**config.mk**
```make
export PLATFORM = sky130hd
export DESIGN_NAME = rr_arbiter_4to2
export DESIGN_NICKNAME = d
export VERILOG_FILES = /design/src/rtl/rr_arbiter_4to2.sv
export SDC_FILE = /design/constraint.sdc
export NUM_CORES = 1
export LEC_CHECK = 0
export ABC_AREA = 1
export CORE_UTILIZATION = 54
export CTS_BUF_LIST = sky130_fd_sc_hd__clkbuf_8
export DETAILED_ROUTE_END_ITERATION = 10
export PLACE_DENSITY = 0.78
export SYNTH_ARGS = -nofsm -noshare
export SYNTH_HDL_FRONTEND = slang
export SYNTH_SLANG_ARGS = --single-unit
```
**constraint.sdc**
```tcl
create_clock -name clk -period 1.7 [get_ports clk]
set_input_delay 0.51 -clock clk [delete_from_list [all_inputs] [get_ports clk]]
set_output_delay 0.51 -clock clk [all_outputs]
set_load 0.05 [all_outputs]
```
**src/rtl/rr_arbiter_4to2.sv**
```systemverilog
// Four-requester arbiter with a one-hot grant, a 2-bit grant index and a tenure hold limit.
// Round-robin or fixed-priority selection; there is one dead cycle between tenures.
module rr_arbiter_4to2 #(
  parameter int FIXED_PRIORITY = 0,
  parameter int HOLD_MAX       = 16,
  parameter int HOLD_W         = 8
) (
  input  logic       clk,
  input  logic       reset,
  input  logic [3:0] req,
  input  logic       done,
  output logic [3:0] grant,
  output logic [1:0] grant_id,
  output logic       grant_valid,
  output logic       no_req,
  output logic       timeout
);

  typedef enum logic [1:0] {
    IDLE  = 2'd0,
    GRANT = 2'd1,
    GAP   = 2'd2
  } state_t;

  state_t            state, state_next;
  logic [1:0]        ptr, ptr_next;
  logic [HOLD_W-1:0] hold_cnt, hold_cnt_next;
  logic [3:0]        grant_next;
  logic [1:0]        grant_id_next;
  logic              grant_valid_next, no_req_next, timeout_next;

  logic [1:0]        win_id;
  logic              owner_drop, hit_limit, release_now;

  // Winner selection: round-robin scans ptr upward mod 4, fixed priority picks the highest set bit
  always_comb begin
    win_id = 2'd0;
    if (FIXED_PRIORITY != 0) begin
      for (int k = 0; k < 4; k++) begin
        if (req[k]) begin
          win_id = 2'(k);
        end else begin
          win_id = win_id;
        end
      end
    end else begin
      // Descending scan so the earliest position after ptr is written last
      for (int k = 3; k >= 0; k--) begin
        if (req[ptr + 2'(k)]) begin
          win_id = ptr + 2'(k);
        end else begin
          win_id = win_id;
        end
      end
    end
  end

  assign owner_drop  = ~req[grant_id];
  assign hit_limit   = (HOLD_MAX != 0) && (hold_cnt == HOLD_W'(HOLD_MAX));
  assign release_now = done | owner_drop | hit_limit;

  // Next-state and next-output logic
  always_comb begin
    state_next       = state;
    ptr_next         = ptr;
    hold_cnt_next    = hold_cnt;
    grant_next       = grant;
    grant_id_next    = grant_id;
    grant_valid_next = grant_valid;
    no_req_next      = 1'b0;
    timeout_next     = 1'b0;
    case (state)
      IDLE: begin
        if (req != 4'd0) begin
          state_next       = GRANT;
          grant_next       = 4'd1 << win_id;
          grant_id_next    = win_id;
          grant_valid_next = 1'b1;
          hold_cnt_next    = HOLD_W'(1);
        end else begin
          no_req_next = 1'b1;
        end
      end
      GRANT: begin
        if (release_now) begin
          state_next       = GAP;
          grant_next       = 4'd0;
          grant_valid_next = 1'b0;
          ptr_next         = grant_id + 2'd1;
          timeout_next     = hit_limit & ~done & ~owner_drop;
        end else if (hold_cnt != {HOLD_W{1'b1}}) begin
          hold_cnt_next = hold_cnt + HOLD_W'(1);
        end else begin
          hold_cnt_next = hold_cnt;
        end
      end
      GAP: begin
        state_next = IDLE;
      end
      default: begin
        state_next       = IDLE;
        grant_next       = 4'd0;
        grant_valid_next = 1'b0;
      end
    endcase
  end

  // State and output registers with synchronous reset
  always_ff @(posedge clk) begin
    if (reset) begin
      state       <= IDLE;
      ptr         <= 2'd0;
      hold_cnt    <= '0;
      grant       <= 4'd0;
      grant_id    <= 2'd0;
      grant_valid <= 1'b0;
      no_req      <= 1'b1;
      timeout     <= 1'b0;
    end else begin
      state       <= state_next;
      ptr         <= ptr_next;
      hold_cnt    <= hold_cnt_next;
      grant       <= grant_next;
      grant_id    <= grant_id_next;
      grant_valid <= grant_valid_next;
      no_req      <= no_req_next;
      timeout     <= timeout_next;
    end
  end

endmodule

```
==> summary.md <==
| Metric | Value |
|---|---|
| Initial DRC Count | `32` |
| MaxCap Viol Count | `0` |
| Grt met2 use | `a little over half` |
| Largest net degree at the start of global routing | `15` |
| NetSw | `around 0.00062 W` |
| Worst slew pin tran | `just over 0.3 ns` |
| First-pass GRT wire length | `~5200 um` |
| Final setup margin | `0.0990 ns` |
| Crit Path Category | `reg2reg` |
| Ratio of cells with drive above 1 in the final layout | `23.1%` |
| Via count | `1337` |
| Tmin final | `about 1.6 ns` |
| Footprint of the multi-input gates | `~760 um^2` |
| Busiest metal layer after global routing | `met2` |
| Area growth syn-to-layout | `32.0%` |
| Wire per inst | `13.1 um` |
| Mapped Cells | `roughly 190` |
| Fill cells | `183` |
| Comb pwr share | `41.4%` |
| Clk_lat worst skew | `around 0.26 ns` |
| Fmax | `~620 MHz` |
| Die Y-Extent | `50.3 um` |
| Share of the synthesized area in the top cell type | `33.4%` |
| Number of global-route vias before repair | `~1300` |
| Pre-CTS setup slack | `-0.342 ns` |
| Rel. slew slack | `about four fifths` |
| Post-synth EDFFs | `0` |
| Final hold violation count | `0` |
| RSZ-0062 raised after global routing | `no` |
| Die Wd | `between 50 and 60 um` |
| Nets | `226` |
| Largest family of logic cells by synthesized area | `simple AND/OR/NAND/NOR gates` |
| Critical Path RT | `1.85 ns` |
| Core region area | `between 0.002 and 0.0025 mm^2` |
| Mapped Area | `between 0.001 and 0.0015 mm^2` |
| Ports | `16` |
| Max rail drop VDD | `between 0.0007 and 0.0008 V` |
| Data arrival time of the critical path | `roughly 1.8 ns` |
| Clock-pin slew on the worst setup and hold paths | `roughly 0.080 ns` |
| Worst Skew | `between 0.005 and 0.006 ns` |
| Drt pass-1 iters | `4` |
| Period Utilization, post-route | `a little over nine tenths` |
| Final setup vio count | `0` |
| Starting Density | `between 50% and 60%` |
| Sequential power share | `38.7%` |
| Crit path launch type | `flop` |
| Initial antenna violation count | `0` |
| Post-placement cell count | `238` |
| Post-CTS Setup Repair Bufs | `0` |
| Sequential cell area | `between 400 and 500 um^2` |
| All-Layer GR Usage | `about a quarter` |
| Final WL | `around 3200 um` |
| Area contributors post-synth | `dfxtp_1 (33%), nand2_1 (17%), nand3_1 (9.5%)` |
| Post-synthesis register bit count | `21` |
| Library cells used by synthesis | `29` |
| Row count | `17` |
| Yosys top cell by area | `dfxtp_1` |
| Critical path endpoint category | `flop` |
| M1 GR Usage | `between 20% and 30%` |
| Final slew viol count | `0` |
| Diode count | `0` |
| Post-synthesis simple-gate area fraction | `40.2%` |
| Area share of fa/ha/maj cells after synthesis | `around 2.0%` |
| CTS max path bufs | `2` |
| Total of warnings raised by yosys | `0` |
| Pint | `slightly below 0.001 W` |
| Via/cell ratio | `approximately 5.5` |
| Post-synthesis xor/xnor area fraction | `under 10%` |
| Clock sink total | `21` |
| Register area share after synthesis | `33.4%` |
| Clk pwr share | `approximately 20%` |
| Post-cts hold buffer count | `0` |
| Post-DRT Antenna Nets | `0` |
| Total gr overflow | `0` |
| Max H-tree Level | `1` |
| Lkg Pwr | `around 0.74 nW` |
| PD cells | `around 960 mW/mm^2` |
| Syn_nets | `just over 200` |
| RePlAce Congestion | `between 0.7 and 0.8` |
| Asr flop ratio synth | `0%` |
| Met3 usage | `under 10%` |
| Die footprint | `between 0.002 and 0.003 mm^2` |
| Detailed Place HPWL | `around 2300 um` |
| Status | `completed` |
| Mean Syn Cell Area | `6.52 um^2` |
| Net Sw Frac | `approximately 40%` |
| Worst Hold Class | `reg2reg` |
| CTS buffer count | `3` |
| Root Buffer | `clkbuf_8` |
| Non-filler instance count after layout | `244` |
| TritonCTS clock tree | `built` |
| Max FO, Critical Path | `5` |
| Residual DRC | `0` |
| Top_reg_cell synth | `dfxtp_1` |
| Mux share of post-synthesis cell area | `0%` |
| Synth Area in Compound Gates | `a little under an eighth` |
| # port buffers | `15` |
cell families after synthesis:
| family | Yosys count |
|---|---|
| simple gates | 109 |
| compound gates | 27 |
| flops | 21 |
| xor+xnor | 4 |
| buf+inv | 30 |
| fa+ha+maj | 2 |
metal layers:
metal | part of all wire, % | vias up | wire length (um)
met5 | 0 | - | 0
met4 | 1.8 | 0 | 59
met3 | 2.7 | 6 | 85
met2 | 55 | 30 | 1770
met1 | 40 | 630 | 1290
li1 | - | 671 | -
worst paths after layout:
check,from,to,slack [ns],cells after the start
setup / recovery,hold_cnt[0],hold_cnt[7],0.1,8
hold reg to reg,grant[2],grant[2],0.51,2
setup reg to reg,hold_cnt[0],hold_cnt[7],0.1,8
hold / removal,grant[2],grant[2],0.51,2
critical path, cell delays in order (launching register included):
cell,delay [ns]
dfxtp_1,0.40
ha_1,0.19
nand2_1,0.05
inv_1,0.11
nand2_1,0.13
o21ai_4,0.24
clkinvlp_4,0.17
nand3_1,0.14
a21oi_1,0.07
flip-flops by register name (all words and copies together), names as in the netlist:
name and cells:
grant_valid 1, hold_cnt 8, no_req 1, grant 4, ptr 2, timeout 1
state 2, grant_id 2
through the flow:
| stage | hold WS (ns) | util [%] | power, W | setup TNS, ns | area, um^2 |
|---|---|---|---|---|---|
| floorplan | 0.477 | - | 0.00102 | 0 | 1260 |
| global placement | 0.489 | 70.2 | 0.00122 | -4.50 | 1550 |
| detailed placement | 0.498 | 70.2 | 0.00124 | -5.70 | 1550 |
| CTS | 0.508 | 73.6 | 0.00157 | 0 | 1630 |
| global route | 0.527 | 75.1 | 0.00169 | 0 | 1660 |
| finish | 0.507 | 75.1 | 0.00159 | 0 | 1660 |
Yosys cell counts, types with 2 or more instances:
master     n
o21ai_0    4
nor2_1    12
clkbuf_1   2
nand2_2    2
nor3_1     2
nand4_1    5
nand3_1   24
a21oi_1   18
nand2_1   56
xor2_1     3
nand3_2    2
o211ai_1   2
inv_2      5
inv_1     19
dfxtp_1   21
nand2_4    2
ha_1       2
power by group through the flow:
| stage | Clock (W) | Sequential, W | Combinational [W] |
|---|---|---|---|
| global route | 0.000348 | 0.000623 | 0.000716 |
| finish | 0.000316 | 0.000615 | 0.000657 |
| global placement | 0 | 0.000621 | 0.000600 |
| detailed placement | 0 | 0.000624 | 0.000616 |
| CTS | 0.000324 | 0.000613 | 0.000634 |
| floorplan | 0 | 0.000693 | 0.000323 |
cells in the final DEF (no fill, tap or decap), drive strengths merged, types with 3 or more instances in the layout:
master,synthesis,layout
a21oi,18,18
buf,2,15
clkbuf,2,3
dfxtp,21,21
inv,25,25
nand2,60,61
nand3,26,26
nand4,5,5
nor2,14,14
nor3,3,3
o21ai,6,6
xor2,3,3
final cells by class:
class,count,area share (%)
Multi-Input combinational cell,143,46.0
Inverter,26,6.02
Sequential cell,21,25.3
Clock buffer,3,2.48
Timing Repair Buffer,21,17.3
Clock inverter,1,0.301
Timing Repair inverter,1,0.452
Tap cell,28,2.11
what timing repair did:
action | CTS | global route
resized for setup | 10 | 9
endpoints found under the setup margin | 17 | 17
cloned | 2 | 0
hold endpoints to repair | 0 | 0
pin swaps | 4 | 4
Note: power is estimated with default switching activity, not from simulation.
==> edit, RTL diff (same flow settings) <==
Set the parameter `FIXED_PRIORITY` to 1 (it was 0).
--- a/src/rtl/rr_arbiter_4to2.sv
+++ b/src/rtl/rr_arbiter_4to2.sv
@@ -2,5 +2,5 @@
 // Round-robin or fixed-priority selection; there is one dead cycle between tenures.
 module rr_arbiter_4to2 #(
-  parameter int FIXED_PRIORITY = 0,
+  parameter int FIXED_PRIORITY = 1,
   parameter int HOLD_MAX       = 16,
   parameter int HOLD_W         = 8
Formal check against the unedited RTL: not equivalent (a bounded check fails within 4 cycles, from zero or initial values and one cycle with reset high).
==> edit against the original RTL <==
- the run now ends with setup timing left
- clock power is essentially flat
- hold slack lost 0.0091 ns
- sequential cell count shrank 2
- setup slack lost 0.11 ns
- routed wire length grew 0.78%
- synthesized area shrank 14%
- global-route usage grew 1.9 points
- cell area shrank 7.3%
- sequential share of layout area shrank 0.61 points
- clock skew shrank 0.0024 ns
- utilization grew 10 points
- count of clock-buffer cells in the layout is the same
- power shrank 21%
- critical endpoint is now hold_cnt[5]$_SDFFE_PP0P_
==> edit: results (changes against the original RTL) <==
** Placed design
- The weighted congestion reported at the end of routability-driven placement came to 0.878 (+10%).
- The pre-CTS worst setup slack is -0.274 ns (+0.0673 ns).
- DP HPWL :: 2130 um (-6.5%)

** Worst hold path
- For hold timing, the worst endpoint is grant[3]$_SDFFE_PP0P_.
- In this run the most critical hold path is launched from grant[3]$_SDFFE_PP0P_.

** Synth
- Fraction of the yosys area taken by sequential cells :: 35.2% (+1.8 points)
- Top post-synthesis cells by count :: sky130_fd_sc_hd__nand2_1 (43), sky130_fd_sc_hd__inv_1 (21), sky130_fd_sc_hd__dfxtp_1 (19)
- Synth Area per Inst :: 6.71 um2 (+3.0%)

** Route
- First DRT Iteration DRCs :: 85 (+170%)
- Per-cell via count in the routed design :: 5.74 (+4.8%)

** Timing
- Clock tree skew after final layout :: 0.00305 ns (-0.00235 ns)
- Smallest setup slack after layout :: -0.00618 ns (-0.105 ns)
- Setup-failing EPs final :: 1 (+1)
- Final-layout worst hold slack :: 0.498 ns (-0.00912 ns)
- Setup TNS :: -0.00618 ns (-0.00618 ns)

** Power and ir drop
- Proportion of total power due to net switching :: 35.4% (-3.7 points)
- The power density over cell area came to 811 nW/um2 (-15%).

** Run status
- The final reports fail on setup timing.
- Outcome :: finished with violations

** Clock tree
- Resize count post-CTS :: 2 (-8)

** Global route
- The met1 usage came to 39.5% (+12 points).
- Vias in the first global route :: 1,020 (-20%)
- The met3 track utilization from global routing came to 3.46% (+0.13 points).

** Worst setup path
- End point of the critical path :: hold_cnt[5]$_SDFFE_PP0P_
- Cell type of the slowest stage on the worst timing path :: sky130_fd_sc_hd__clkdlybuf4s50_1
- Number of cells on the worst reg-to-reg path :: 9 (+1)

** Finish
- The final layout net count was 202 (-11%).
-- edit: changes by cell type after synthesis, sizes merged, moves of 2 or more --
cell / unedited run / this run
nand2: 60 / 50
nand3: 26 / 18
o21ai: 6 / 3
a211oi: 0 / 2
dfxtp: 21 / 19
nand4: 5 / 3
nor2: 14 / 16
o211ai: 2 / 0
xor2: 3 / 1
-- edit: final cells by class --
class / instances / area (um2) / share of cell area, %
clock buffer: 3 / 41.3 / 2.68
inverter: 24 / 92.6 / 6.01
clock inverter: 1 / 3.75 / 0.244
timing repair buffer: 28 / 345 / 22.4
multi-input combinational: 117 / 646 / 41.9
sequential: 19 / 380 / 24.7
tap: 25 / 31.3 / 2.03
-- edit: logic make-up (layout without fill, tap and decap cells) --
group / count (synthesis) / after routing / synth area share, %
and+or+nand+nor: 91 / 92 / 39.7
buffers and inverters: 26 / 56 / 9.26
AOI/OAI and AO/OA: 22 / 22 / 12.7
DFF: 19 / 19 / 35.2
adders and majority gates: 2 / 2 / 2.31
xor gates and xnor gates: 1 / 1 / 0.810
